--- src/rtl/seq_pkg.sv ---
// Shared types for the instruction sequencer:
// opcodes, FSM states and the registered decode flags.
package seq_pkg;

  localparam logic [6:0] OPC_BRANCH = 7'b1100011;
  localparam logic [6:0] OPC_STORE  = 7'b0100011;
  localparam logic [6:0] OPC_JAL    = 7'b1101111;
  localparam logic [6:0] OPC_JALR   = 7'b1100111;

  typedef enum logic [2:0] {
    IDLE,
    DECODE,
    OPERANDS,
    EXEC,
    MEM,
    WB,
    TRAP
  } seq_state_e;

  typedef struct packed {
    logic       rf_ra;
    logic       rf_rb;
    logic       alu;
    logic       pc_alu;
    logic       data;
    logic       we_data;
    logic [4:0] waddr;
  } dec_flags_t;

  // First applicable stage after `from`, in program order
  function automatic seq_state_e next_stage(
    dec_flags_t f,
    seq_state_e from
  );
    seq_state_e s;
    s = WB;
    if (from != MEM && f.data)
      s = MEM;
    if ((from == DECODE || from == OPERANDS) &&
        (f.alu || f.pc_alu))
      s = EXEC;
    if (from == DECODE && (f.rf_ra || f.rf_rb))
      s = OPERANDS;
    return s;
  endfunction

  function automatic logic wb_allowed(
    logic [6:0] opc,
    logic [4:0] wa
  );
    return (wa != 5'd0) &&
           (opc != OPC_BRANCH) &&
           (opc != OPC_STORE);
  endfunction

endpackage

--- src/rtl/ack_watchdog.sv ---
// Saturating wait-cycle counter; flags the cycle
// on which a wait state reaches its limit.
module ack_watchdog #(
  parameter int ACK_TIMEOUT = 64
) (
  input  logic clk,
  input  logic rst_n,
  input  logic clear,
  input  logic count_en,
  output logic expired
);

  localparam int W = $clog2(ACK_TIMEOUT + 1);
  localparam logic [W-1:0] LAST = W'(ACK_TIMEOUT - 1);
  localparam logic [W-1:0] MAX  = W'(ACK_TIMEOUT);

  logic [W-1:0] cnt;

  assign expired = count_en && (cnt == LAST);

  always_ff @(posedge clk or negedge rst_n) begin
    if (!rst_n)
      cnt <= '0;
    else if (clear)
      cnt <= '0;
    else if (count_en && cnt != MAX)
      cnt <= cnt + 1'b1;
  end

endmodule

--- src/rtl/instr_sequencer.sv ---
// Walks one instruction through decode, operand read,
// execute, memory and write-back with per-unit handshakes.
module instr_sequencer
  import seq_pkg::*;
#(
  parameter int DECODE_CYCLES = 1,
  parameter int ACK_TIMEOUT   = 64
) (
  input  logic        clk_i,
  input  logic        rst_ni,
  input  logic        fetch_valid_i,
  input  logic [31:0] fetch_instr_i,
  output logic        fetch_ready_o,
  output logic        dec_req_o,
  output logic [31:0] dec_instr_o,
  input  logic        dec_req_rf_ra_i,
  input  logic        dec_req_rf_rb_i,
  input  logic        dec_req_alu_i,
  input  logic        dec_req_pc_alu_i,
  input  logic        dec_req_data_i,
  input  logic        dec_we_data_i,
  input  logic [4:0]  dec_rf_waddr_i,
  output logic        rf_req_o,
  input  logic        rf_ack_i,
  output logic        alu_req_o,
  input  logic        alu_ack_i,
  output logic        pc_alu_req_o,
  input  logic        pc_alu_ack_i,
  output logic        lsu_req_o,
  output logic        lsu_we_o,
  input  logic        lsu_ack_i,
  output logic        wb_en_o,
  output logic [4:0]  wb_addr_o,
  output logic        busy_o,
  output logic        timeout_o
);

  seq_state_e state, nxt;
  dec_flags_t flags, din, fsel;
  logic [3:0] dec_cnt;
  logic dec_last;
  logic alu_done, pc_done;
  logic alu_hit, pc_hit, ex_done;
  logic rf_fire, lsu_fire;
  logic wd_clr, wd_en, wd_exp;
  logic wb_ok;

  assign din = '{
    rf_ra:   dec_req_rf_ra_i,
    rf_rb:   dec_req_rf_rb_i,
    alu:     dec_req_alu_i,
    pc_alu:  dec_req_pc_alu_i,
    data:    dec_req_data_i,
    we_data: dec_we_data_i,
    waddr:   dec_rf_waddr_i
  };

  // Outputs set on a DECODE exit must see the live flags
  assign fsel = (state == DECODE) ? din : flags;

  assign dec_last = dec_cnt == 4'(DECODE_CYCLES - 1);
  assign rf_fire  = rf_req_o & rf_ack_i;
  assign lsu_fire = lsu_req_o & lsu_ack_i;
  assign alu_hit  = alu_req_o & alu_ack_i;
  assign pc_hit   = pc_alu_req_o & pc_alu_ack_i;
  assign ex_done  =
    (!flags.alu | alu_done | alu_hit) &
    (!flags.pc_alu | pc_done | pc_hit);
  assign wb_ok = wb_allowed(dec_instr_o[6:0], fsel.waddr);

  assign wd_en =
    (state == OPERANDS && !rf_fire) ||
    (state == EXEC && !ex_done) ||
    (state == MEM && !lsu_fire);
  assign wd_clr = (nxt != state) &&
    (nxt == OPERANDS || nxt == EXEC || nxt == MEM);

  always_comb begin
    nxt = state;
    unique case (state)
      IDLE:
        if (fetch_ready_o && fetch_valid_i)
          nxt = DECODE;
      DECODE:
        if (dec_last)
          nxt = next_stage(din, DECODE);
      OPERANDS:
        if (rf_fire)
          nxt = next_stage(flags, OPERANDS);
      EXEC:
        if (ex_done)
          nxt = next_stage(flags, EXEC);
      MEM:
        if (lsu_fire)
          nxt = WB;
      WB:
        nxt = IDLE;
      TRAP:
        nxt = TRAP;
      default:
        nxt = TRAP;
    endcase
    if (wd_exp)
      nxt = TRAP;
  end

  ack_watchdog #(
    .ACK_TIMEOUT(ACK_TIMEOUT)
  ) u_wd (
    .clk      (clk_i),
    .rst_n    (rst_ni),
    .clear    (wd_clr),
    .count_en (wd_en),
    .expired  (wd_exp)
  );

  always_ff @(posedge clk_i or negedge rst_ni) begin
    if (!rst_ni) begin
      state         <= IDLE;
      flags         <= '0;
      dec_cnt       <= '0;
      alu_done      <= 1'b0;
      pc_done       <= 1'b0;
      fetch_ready_o <= 1'b0;
      busy_o        <= 1'b0;
      dec_req_o     <= 1'b0;
      dec_instr_o   <= '0;
      timeout_o     <= 1'b0;
      rf_req_o      <= 1'b0;
      alu_req_o     <= 1'b0;
      pc_alu_req_o  <= 1'b0;
      lsu_req_o     <= 1'b0;
      lsu_we_o      <= 1'b0;
      wb_en_o       <= 1'b0;
      wb_addr_o     <= '0;
    end else begin
      state         <= nxt;
      fetch_ready_o <= nxt == IDLE;
      busy_o        <= nxt != IDLE;
      dec_req_o     <= nxt == DECODE;
      timeout_o     <= nxt == TRAP;
      rf_req_o      <= nxt == OPERANDS;
      lsu_req_o     <= nxt == MEM;
      lsu_we_o      <= (nxt == MEM) & fsel.we_data;
      wb_en_o       <= (nxt == WB) & wb_ok;
      if (nxt == WB)
        wb_addr_o <= fsel.waddr;

      if (state == IDLE && nxt == DECODE) begin
        dec_instr_o <= fetch_instr_i;
        dec_cnt     <= '0;
      end else if (state == DECODE) begin
        dec_cnt <= dec_cnt + 4'd1;
      end
      if (state == DECODE && dec_last)
        flags <= din;

      if (nxt != EXEC) begin
        alu_req_o    <= 1'b0;
        pc_alu_req_o <= 1'b0;
        alu_done     <= 1'b0;
        pc_done      <= 1'b0;
      end else if (state != EXEC) begin
        alu_req_o    <= fsel.alu;
        pc_alu_req_o <= fsel.pc_alu;
        alu_done     <= 1'b0;
        pc_done      <= 1'b0;
      end else begin
        alu_req_o    <= alu_req_o & ~alu_ack_i;
        pc_alu_req_o <= pc_alu_req_o & ~pc_alu_ack_i;
        alu_done     <= alu_done | alu_hit;
        pc_done      <= pc_done | pc_hit;
      end
    end
  end

endmodule

--- config.mk ---
export PLATFORM = sky130hd
export DESIGN_NAME = instr_sequencer
export DESIGN_NICKNAME = d
export VERILOG_FILES = /design/src/rtl/seq_pkg.sv /design/src/rtl/ack_watchdog.sv /design/src/rtl/instr_sequencer.sv
export SDC_FILE = /design/constraint.sdc
export NUM_CORES = 1
export LEC_CHECK = 0
export ABC_AREA = 1
export ABC_CLOCK_PERIOD_IN_PS = 5200
export BUFFER_PORTS_ARGS = -buffer_cell sky130_fd_sc_hd__buf_2
export CAP_MARGIN = 40
export CORE_MARGIN = 5
export CORE_UTILIZATION = 50
export CTS_BUF_LIST = sky130_fd_sc_hd__clkbuf_16
export CTS_CLUSTER_DIAMETER = 120
export DETAILED_ROUTE_END_ITERATION = 10
export PLACE_DENSITY = 0.8
export SLEW_MARGIN = 20
export SYNTH_ARGS = -nofsm -noshare
export SYNTH_HDL_FRONTEND = slang
export SYNTH_SLANG_ARGS = --single-unit
--- constraint.sdc ---
create_clock -name clk_i -period 5.2 [get_ports clk_i]
set_clock_uncertainty 0.15 [all_clocks]
set_input_delay 0.52 -clock clk_i [delete_from_list [all_inputs] [get_ports clk_i]]
set_output_delay 0.52 -clock clk_i [all_outputs]
set_load 0.03 [all_outputs]
# Yosys cells after proc, flatten, opt, wreduce, memory -nomap -nowiden

Index checks and enable logic that the tools add are counted.

Div/mod/pow operators: 0
Mux-type cells: 25
Bitwise logic cells: 17
Reduce and logical (&&, ||, !) cells: 30
Add/sub/neg operators: 2
Shift-type cells: 0
Multiply operators: 0
Equality and inequality tests: 18
$lt $le $gt $ge: 0

Operator list:

| cell                | count |
|---|---|
| $mux 3              | 9 |
| $pmux 3 s6          | 1 |
| $eq 3x3->1 const B  | 5 |
| $mux 7              | 2 |
| $ne 7x7->1 const B  | 2 |
| $eq 3x2->1 const B  | 4 |
| $logic_and 1x1->1   | 11 |
| $mux 1              | 10 |
| $and 1x1->1         | 9 |
| $mux 9              | 1 |
| $mux 4              | 2 |
| $add 7x1->7 const B | 1 |
| $eq 7x6->1 const B  | 1 |
| $logic_or 1x1->1    | 7 |
| $ne 7x6->1 const B  | 1 |
| $eq 3x1->1 const B  | 2 |
| $logic_not 3->1     | 2 |
| $ne 3x2->1 const B  | 2 |
| $or 1x1->1          | 6 |
| $logic_not 1->1     | 5 |
| $reduce_bool 5->1   | 1 |
| $add 4x1->4 const B | 1 |
| $logic_not 4->1     | 1 |
| $reduce_bool 2->1   | 2 |
| 3 further kinds     | 4 |

Word-level logic and storage cells: 114
ROM bits: 0
Flip-flop bits (word level): 72
Bits in latches: 0
Memory bits (writable): 0
Input port bits: 50
Memories kept: 0

# Logic depth before layout (Yosys ltp)

Gate-level depths: netlist of run 1.

Word-level depth: 15
Depth in mapped cells: 14
Depth with buffers taken out: 13

# Cells and area by module

Synthesis of run 1 repeated with hierarchy kept, for this count alone.

Cells, all modules: 426
Area, all modules: 3,488.3 µm²

By module, submodules not included:

| module          | cells an instance | seq. area each (µm²) | instances | area an instance (µm²) |
|---|---|---|---|---|
| instr_sequencer | 366               | 1,626.6              | 1         | 3,062.9 |
| ack_watchdog    | 60                | 175.2                | 1         | 425.4 |

# Worst setup path before layout of run 1

OpenSTA, ideal clock, no wires.

Kind: reg2reg
From: register dec_cnt[0]
To: register u_wd.cnt[0]
Buffers on the path: 0
Arrival time: 1,622 ps
Clock period less this slack: 1,898 ps
Path slack: 3,302 ps
Stages on the path, launching flop included: 14
Data required time: 4,924 ps
Path through: dfrtp_1 -> inv_1 -> ha_1 -> nand2_1 -> nor2_1 -> nand2_1 -> nand2_1 -> nand3_1 -> inv_2 -> nand3_2 -> nor2_1 -> nand2_1 -> nand2_1 -> a21oi_1

Word-level cells in the longest chain between the ends: 9
Elaborated cells on any way between the ends: 13
Classes of those cells: eq/ne: 4; mux: 4; reduce/logical: 5

RTL lines:

| item                                               | line                   | text |
|---|---|---|
| start: declaration                                 | instr_sequencer.sv:40  | `logic [3:0] dec_cnt;` |
| start signal: assignment                           | instr_sequencer.sv:153 | `dec_cnt <= dec_cnt + 4'd1;` |
| $logic_not 4->1 *                                  | instr_sequencer.sv:61  | `assign dec_last = dec_cnt == 4'(DECODE_CYCLES - 1);` |
| $mux 3 *                                           | instr_sequencer.sv:85  | `if (dec_last)` |
| $pmux 3 s6 *                                       | instr_sequencer.sv:80  | `unique case (state)` |
| $mux 3 *                                           | instr_sequencer.sv:103 | `if (wd_exp)` |
| via nxt[1]                                         | instr_sequencer.sv:38  | `seq_state_e state, nxt;` |
| $eq 3x2->1                                         | instr_sequencer.sv:76  | `(nxt == OPERANDS \|\| nxt == EXEC \|\| nxt == MEM);` |
| $logic_or 1x1->1 (2 in series)                     | instr_sequencer.sv:76  |  |
| $logic_and 1x1->1 *                                | instr_sequencer.sv:75  | `assign wd_clr = (nxt != state) &&` |
| $mux 7 / $reduce_bool 2->1 (equally long branches) | --                     |  |
| end signal: assignment                             | ack_watchdog.sv:27     | `cnt <= cnt + 1'b1;` |
| end: declaration                                   | ack_watchdog.sv:17     | `logic [W-1:0] cnt;` |

The timed path passes the listed nets; every way through them passes the cells marked *.
A chain may end at the register's enable or synchronous reset.

# Worst setup path after layout of run 1

From: register state[1]
To: register wb_addr_o[2]

Word-level cells in the longest chain between the ends: 7
Elaborated cells on any way between the ends: 21
Classes of those cells: eq/ne: 6; mux: 8; reduce/logical: 7

RTL lines:

| item                                        | line                                                                | text |
|---|---|---|
| start: declaration                          | instr_sequencer.sv:38                                               |  |
| start signal: assignment                    | instr_sequencer.sv:137                                              | `state <= nxt;` |
| $eq 3x2->1, on equally long branches        | instr_sequencer.sv:72, instr_sequencer.sv:80, instr_sequencer.sv:73 |  |
| $logic_and 1x1->1, on equally long branches | instr_sequencer.sv:72, instr_sequencer.sv:73                        |  |
| $logic_or 1x1->1                            | instr_sequencer.sv:72                                               | `(state == OPERANDS && !rf_fire) \|\|` |
| $logic_or 1x1->1                            | instr_sequencer.sv:73                                               | `(state == EXEC && !ex_done) \|\|` |
| $logic_and 1x1->1                           | ack_watchdog.sv:19                                                  | `assign expired = count_en && (cnt == LAST);` |
| $mux 3 *                                    | instr_sequencer.sv:103                                              |  |
| via nxt[0]                                  | instr_sequencer.sv:38                                               |  |
| $eq 3x3->1 *                                | instr_sequencer.sv:146                                              | `if (nxt == WB)` |
| end signal: assignment                      | instr_sequencer.sv:147                                              | `wb_addr_o <= fsel.waddr;` |
| end: declaration                            | instr_sequencer.sv:33                                               | `output logic [4:0] wb_addr_o,` |

Marks and branches as above.

==> run summary, run 1 <==
Setup repair after global routing left no endpoint under its margin. The achievable frequency is 0.375 GHz. The clock sink count came out at 72.

The leading cell type in the layout, fill and taps excluded is sky130_fd_sc_hd__nand2_1. The later-pin clock latency in the skew report came out at 0.33 ns. The tree is rooted in a sky130_fd_sc_hd__clkbuf_16. The die boundary width came out at 91.2 um. The region available for standard cell placement spans 6390 um^2.

Compared with the post-synthesis result, the final layout area differs by 26.1%. The die covers 8320 um^2. The estimated wirelength of the detail-placed design is 5.62 mm. The final worst setup slack came out at 2.54 ns. The hold-fix buffer count after cts is 0. The depth of the most critical reg-to-reg path is 10.

The largest stage delay on the critical path came out at 0.50 ns. The routed wire length per instance came out at 13.0 um. The detailed-route via count is just under 3000.

The worst setup path is launched from a register. After synthesis the netlist holds a flip-flop and latch count of 72. The gate count after technology mapping is 406. Once detail routing completed, the nets flagged for antenna violations numbered 0.

The count of boundary I/O pins came out at between 90 and 100. The setup-violating endpoint count in the final report came out at 0. For this design, the slowest cell found on the critical path is sky130_fd_sc_hd__dfrtp_1. Overall power consumption after layout is estimated at 1.20 mW.

The number of nets in the layout is about 560. The final core utilization is 65.2%. The number of CTS-inserted buffers came out at 9. The dominant cell type by count on the critical path is sky130_fd_sc_hd__nand2_1. The total routing usage reported by global routing is 19.2%.

STA puts the critical path data arrival time at about 2.8 ns. Traced cell by cell, the critical path runs through nor2_2, nand4_2, buf_8, nand2_1, nor2_1, nand3_2, nand2_1, inv_2, nand3_1, o21ai_0. Post-CTS repair changed the size of 0 cells.

IR analysis of the VDD net gives a maximum drop of 0.188 mV. Leaving out filler cells and counting taps, the final layout contains 586. The number of violations reported at the end of detailed-routing iteration 0 came out at 129. The final routed wirelength across all metal layers is 7.62 mm. The yosys synthesis warning count came out at 0.

The congestion estimate from routability-driven global placement came to 1.00. The static leakage came out at about 2.4 nW. The first-pass iteration count of the detailed router is 4. The share of post-route cells with drive strength above 1 is 25.3%. TritonCTS built the clock tree. 0 antenna diodes ended up in the layout. The max-capacitance violation count is 0.

In this run the tightest slew margin relative to its limit is 52.9%. The worst setup path is captured at a register. The required time of the critical path is 5.29 ns.

Setup total negative slack on the finished layout was measured at 0 ns. The clock transition time at the flip-flop clock pins of the worst setup and hold paths is 0.06 ns. The actual slew at the worst max-slew pin came out at 0.703 ns. The number of vias per cell after detailed routing came out at 4.99. In the routed design, unresolved DRC markers number 0. The final design area excluding fillers is 4160 um^2. Summing the sequential cell areas from Yosys gives 54.6% of the chip area.

The via count of the first global-routing pass came out at 3039. The final count of pins violating max slew is 0. The initial antenna violation count is 0. The final cycle utilization of the critical path is 51.2%. The critical path is of the register to register type. In this run the mean area of a mapped cell was 8.13 um^2. The number of distinct library cells after synthesis came out at 27.

In this run the power density over the cells is about 290 nW/um^2. The setup slack after placement came out at 2.56 ns. The placement-stage cell area came out at 3860 um^2. The clock passes through at most 2 buffers. The maximum level of the CTS H-tree came out at 3. Leaving out fill and tap cells, the most frequent cells in the layout are sky130_fd_sc_hd__nand2_1 (168), sky130_fd_sc_hd__buf_2 (96), sky130_fd_sc_hd__dfrtp_1 (72). The die height is 91.2 um.

The worst hold path class is input port to asynchronous set/reset pin. The final-report hold violation count is 0. Of all nets on the critical path, the largest fanout is 17. In this run the tool buffered the top-level ports with 96 buffer cells.

Buffers added to address setup during post-CTS repair amount to 0. The largest net degree at the start of global routing is 53. Across all hold checks on the routed design, the worst slack comes to ~0.0063 ns.

The run finished with clean final reports. The wire length of the first global-routing pass is 13.3 mm. The synthesized area is 3300 um^2. The starting density of the core came out at 51.7%. The total congestion overflow after global routing is 0. The total nets after synthesis came out at 460. The floorplan row count came out at 29. The time the worst path needs with I/O delays and setup is 2.66 ns. The placed instance count came out at 570.
==> sequential cells by signal, summed over array words and instances, names as in the netlist <==
| name | count |
|---|---|
| alu_done | 1 |
| alu_req_o | 1 |
| busy_o | 1 |
| dec_cnt | 4 |
| dec_instr_o | 32 |
| dec_req_o | 1 |
| fetch_ready_o | 1 |
| flags | 9 |
| lsu_req_o | 1 |
| lsu_we_o | 1 |
| pc_alu_req_o | 1 |
| pc_done | 1 |
| rf_req_o | 1 |
| state | 3 |
| timeout_o | 1 |
| u_wd.cnt | 7 |
| wb_addr_o | 5 |
| wb_en_o | 1 |
==> cells by family (layout without fill, tap and decap cells) <==
logic type,count (synthesis),in the layout,share of synthesized area (%)
flip-flops,72,72,54.6
XOR/XNOR,8,8,2.12
AO/OA/AOI/OAI,33,33,5.23
AND/OR/NAND/NOR,237,237,30.1
buffers and inverters,52,155,6.41
adder cells (fa/ha/maj),4,4,1.52
==> where the power goes <==
| group | switching (mW) | leakage (nW) | internal [mW] |
|---|---|---|---|
| Clock | 0.235 | 0.139 | 0.371 |
| Combinational | 0.0188 | 1.40 | 0.0162 |
| Sequential | 0 | 0.907 | 0.560 |
==> worst max-delay path: cells and delay by family, from the launching register on <==
family	cells	cell delay, ns
AO/OA/AOI/OAI	1	0.28
buffers and inverters	2	0.42
flip-flops	1	0.50
AND/OR/NAND/NOR	7	1.21
==> area by class of cell <==
cell class	instances	area, um^2
Clock inverter	7	71.3
Clock buffer	9	225
Timing Repair Buffer	99	531
Tap cell	77	96.3
Inverter	40	150
Multi-Input combinational cell	282	1290
Fill cell	533	2220
Sequential cell	72	1800
==> metal layers <==
metal	track usage (%)	up-vias	wire, um
li1	-	1462	-
met1	24.0	1358	3270
met2	31.3	94	3610
met3	5.54	10	625
met4	7.95	0	110
met5	0	-	0
==> cell usage after synthesis <==
master / count / share of area, %
sky130_fd_sc_hd__a211oi_1: 2 / 0.45
sky130_fd_sc_hd__clkbuf_1: 4 / 0.45
sky130_fd_sc_hd__nor3_1: 10 / 1.5
sky130_fd_sc_hd__nor3b_1: 1 / 0.23
sky130_fd_sc_hd__ha_1: 4 / 1.5
sky130_fd_sc_hd__buf_1: 4 / 0.45
sky130_fd_sc_hd__buf_2: 1 / 0.15
sky130_fd_sc_hd__a21oi_1: 10 / 1.5
sky130_fd_sc_hd__nand3_2: 4 / 1.2
sky130_fd_sc_hd__buf_6: 1 / 0.34
sky130_fd_sc_hd__nor2_4: 1 / 0.34
sky130_fd_sc_hd__buf_4: 2 / 0.45
sky130_fd_sc_hd__nand2_2: 2 / 0.38
sky130_fd_sc_hd__nand4_1: 4 / 0.76
sky130_fd_sc_hd__nand4_2: 1 / 0.38
sky130_fd_sc_hd__nand3_1: 19 / 2.9
sky130_fd_sc_hd__dfrtp_1: 72 / 55
sky130_fd_sc_hd__a31oi_1: 2 / 0.38
sky130_fd_sc_hd__xor2_1: 7 / 1.9
sky130_fd_sc_hd__nor2_1: 24 / 2.7
sky130_fd_sc_hd__o21ai_0: 15 / 2.3
sky130_fd_sc_hd__xnor2_1: 1 / 0.27
sky130_fd_sc_hd__nor2_2: 3 / 0.57
sky130_fd_sc_hd__inv_2: 4 / 0.45
sky130_fd_sc_hd__o21ai_1: 4 / 0.61
sky130_fd_sc_hd__inv_1: 36 / 4.1
sky130_fd_sc_hd__nand2_1: 168 / 19
==> final timing paths <==
check	startpoint	to	slack, ns
hold / removal	rst_ni	alu_done	0.006
setup / recovery	state[1]	wb_addr_o[2]	2.54
hold reg to reg	dec_instr_o[8]	dec_instr_o[8]	0.32
min in group clk_i	fetch_instr_i[8]	dec_instr_o[8]	0.23
max in group asynchronous	rst_ni	dec_instr_o[24]	4.35
setup reg to reg	state[1]	wb_addr_o[2]	2.54
No activity file was read; power rests on OpenSTA's default activity.
==> run 2, diff against run 1 <==
Settings changed: ABC_CLOCK_PERIOD_IN_PS 5200 to 2500.
Clock period 5.2 ns to 2.5 ns, I/O delays scaled along.
==> run 2 against run 1 <==
Sequential power is 110% higher; routed wire length is 18% higher; die area stayed put; worst setup slack worse by 2.3 ns; maximum frequency is 20% higher; count of clock-buffer cells in the layout stayed put; cell count is 6.5% higher; final area is 8.5% higher; flip-flop and latch count stayed put; sequential share of layout area is 3.4 points lower; critical path depth is 3 higher; combinational power grew to 3.3 times the previous value; critical endpoint is now u_wd.cnt[1].
==> run summary, run 2 (synthesis results as in run 1) <==
The first-pass iteration count of the detailed router is 5 (+1). The static leakage came out at 2.59 nW (+6.1%). The floorplan row count came out at 29 (unchanged). The final core utilization came to 70.7% (+5.6 points).

The critical path is of the register to register type. The layer flagged by global routing as most heavily used is met2. The synthesis-to-layout area growth came out at 36.9%. The die boundary width came out at 91.2 um (unchanged).

The total routing usage reported by global routing was 22.8% (+3.6 points). The setup-violating endpoint count in the final report was 0 (unchanged). The number of CTS-inserted buffers was 9 (unchanged). The number of DRC violations after detailed routing is 0 (unchanged). The clock transition time at the flip-flop clock pins of the worst setup and hold paths came out at 0.06 ns (about the same). The number of vias per cell after detailed routing came out at 5.12 (+2.7%).

TritonCTS built the clock tree. The tightest slew margin relative to the limit is 60.3% (+7.4 points). The final count of pins violating max slew came out at 0 (unchanged).

The number of violations reported at the end of detailed-routing iteration 0 came out at 179 (+39%). The die height was 91.2 um (unchanged). The worst hold path belongs to the class input port to register. The via count of the first global-routing pass was 3329 (+9.5%). The count of input and output buffers is 96 (unchanged).

The maximum level of the CTS H-tree came out at 3 (unchanged). Setup repair after global routing left no endpoint under its margin. The largest registers in the layout are dec_instr_o: 32 flops, flags: 9 flops, u_wd.cnt: 7 flops. The starting density of the core is 51.7% (unchanged). The routed wire length per instance came out at 14.5 um (+11%). The achievable frequency came out at 0.451 GHz (+20%).

The estimated wirelength of the detail-placed design is 5.57 mm (-0.92%). The count of boundary I/O pins is 97 (unchanged). The endpoint identified for the worst register-to-register timing path is u_wd.cnt[1]. The time the worst path needs with I/O delays and setup came to 2.22 ns (-0.446 ns). The number of flip-flops in the largest register came out at 32 (unchanged). The final-report hold violation count came to 0 (unchanged). The placeable core region came to 6390 um^2 (unchanged).

The share of post-route cells with drive strength above 1 is 24.3% (-1.0 points). The run finished with clean final reports. In this run the most critical hold path is launched from dec_req_pc_alu_i. The slack of the worst reg-to-reg path was 0.28 ns (-2.25 ns). The largest fanout on the critical path is 7 (-10). The largest net degree at the start of global routing is 38 (-28%). The layout filler cell count is 463 (-13%). The most critical setup path has its endpoint at u_wd.cnt[1].

The clock sink count came out at 72 (unchanged). Clock tree synthesis selected as its root buffer the cell sky130_fd_sc_hd__clkbuf_16. The remaining antenna violation count after routing is 0 (unchanged).

The register with the most flip-flops is dec_instr_o. The wire length of the first global-routing pass is 15.4 mm (+16%). The required time of the critical path is 2.56 ns (-2.73 ns). The post-route setup TNS came out at 0 ns (unchanged). The final cycle utilization of the critical path came to 88.7% (+37 points). The later-pin clock latency in the skew report came out at 0.33 ns (about the same). The buffer count from post-CTS setup fixing is 0 (unchanged). The die area came to 8320 um^2 (unchanged). The worst register-to-register path begins at dec_cnt[0].

STA classifies the critical path startpoint as a register. Tracing the worst setup path back leads to its startpoint at dec_cnt[0]. STA classifies the critical path endpoint as a register.

The actual slew at the worst max-slew pin is 0.594 ns (-0.109 ns). The global routing usage on met2 is 38.0% (+6.7 points). The max-capacitance violation count is 0 (unchanged). The depth of the most critical reg-to-reg path came to 13 (+3). The met1 usage is 27.0% (+2.9 points). Counting instances, the worst hold path has a depth of 3. The number of nets in the layout is 596 (+6.8%).

The detailed-route via count came to 3197 (+9.3%). In the layout the commonest cells are sky130_fd_sc_hd__nand2_1 (167), sky130_fd_sc_hd__buf_2 (96), sky130_fd_sc_hd__dfrtp_1 (72). The total congestion overflow after global routing is 0 (unchanged). The final antenna diode count came out at 0 (unchanged).

The library cell used most frequently in the layout, excluding fill and tap cells, is sky130_fd_sc_hd__nand2_1. The final routed wirelength across all metal layers is 9.03 mm (+18%). The number of buffers between clock root and the deepest sink came to 2 (unchanged).

The worst voltage drop across the vdd grid was 0.643 mV (+240%). The power density over the cells is 566 nW/um^2 (+96%). The initial antenna violation count came to 0 (unchanged). The routing usage on met3 came to 5.87% (+0.33 points). The final weighted congestion in routability-driven placement came out at 1.01 (+1.3%). The arrival time reported for the critical path endpoint is 2.27 ns (-0.48 ns).
==> run 2: changes by cell type in the layout (fill, tap and decap cells not counted), sizes merged <==
| cell | before | now |
|---|---|---|
| dlygate4sd3 | 0 | 36 |
| buf | 99 | 101 |
==> run 2: metrics by stage <==
step / setup slack, ns / power (mW) / instances / area [um^2] / hold slack (ns)
after floorplan: 0.602 / 1.19 / 406 / 3300 / -0.196
after global placement: 0.314 / 1.26 / 572 / 3850 / 0.0706
after detailed placement: 0.247 / 1.26 / 572 / 3850 / 0.0753
after CTS: 0.231 / 2.57 / 624 / 4510 / 0.00977
after global routing: 0.0539 / 2.65 / 624 / 4520 / 0.0467
final: 0.283 / 2.56 / 624 / 4520 / 0.0152
==> run 2: repair_timing <==
| action | in CTS | in global routing |
|---|---|---|
| resized for setup | 0 | 2 |
| endpoints found under the setup margin | 0 | 8 |
| hold endpoints to repair | 54 | 0 |
| hold buffers | 36 | 0 |
==> run 2: how the worst min path moves through the flow <==
stage	to	slack [ns]
final	flags[7]	0.02
after global placement	alu_done	0.07
after detailed placement	pc_alu_req_o	0.08
after CTS	flags[7]	0.01
after global routing	flags[7]	0.05
after floorplan	alu_done	-0.20
==> run 2: metal layers <==
layer	up-vias	routed length, um
met2	146	4290
met4	0	410
met3	39	712
met5	-	0
li1	1540	-
met1	1472	3620
==> run 2: worst max-delay path: stages, from the launching register on <==
cell and delay (ns):
sky130_fd_sc_hd__dfrtp_1 0.38, sky130_fd_sc_hd__inv_1 0.10, sky130_fd_sc_hd__ha_1 0.17, sky130_fd_sc_hd__nand2_1 0.05
sky130_fd_sc_hd__nor2_1 0.19, sky130_fd_sc_hd__nand2_1 0.08, sky130_fd_sc_hd__nand2_1 0.06, sky130_fd_sc_hd__nand3_1 0.12
sky130_fd_sc_hd__inv_2 0.11, sky130_fd_sc_hd__nand3_2 0.10, sky130_fd_sc_hd__nor2_1 0.16, sky130_fd_sc_hd__nand2_1 0.14
sky130_fd_sc_hd__nand2_2 0.17, sky130_fd_sc_hd__a21oi_1 0.10
==> run 2: layout make-up <==
cell class,count,area [um^2],area share [%]
multi-input combinational,282,1290,28.6
sequential,72,1800,39.9
tap,77,96.3,2.13
clock inverter,7,71.3,1.58
timing repair buffer,137,878,19.4
clock buffer,9,225,4.99
inverter,40,150,3.32
==> run 2: where the power goes <==
group | internal [mW] | total [mW] | switching, mW
logic | 0.0672 | 0.117 | 0.0502
registers | 1.17 | 1.17 | 0
clock network | 0.772 | 1.27 | 0.502
total | 2.00 | 2.56 | 0.552
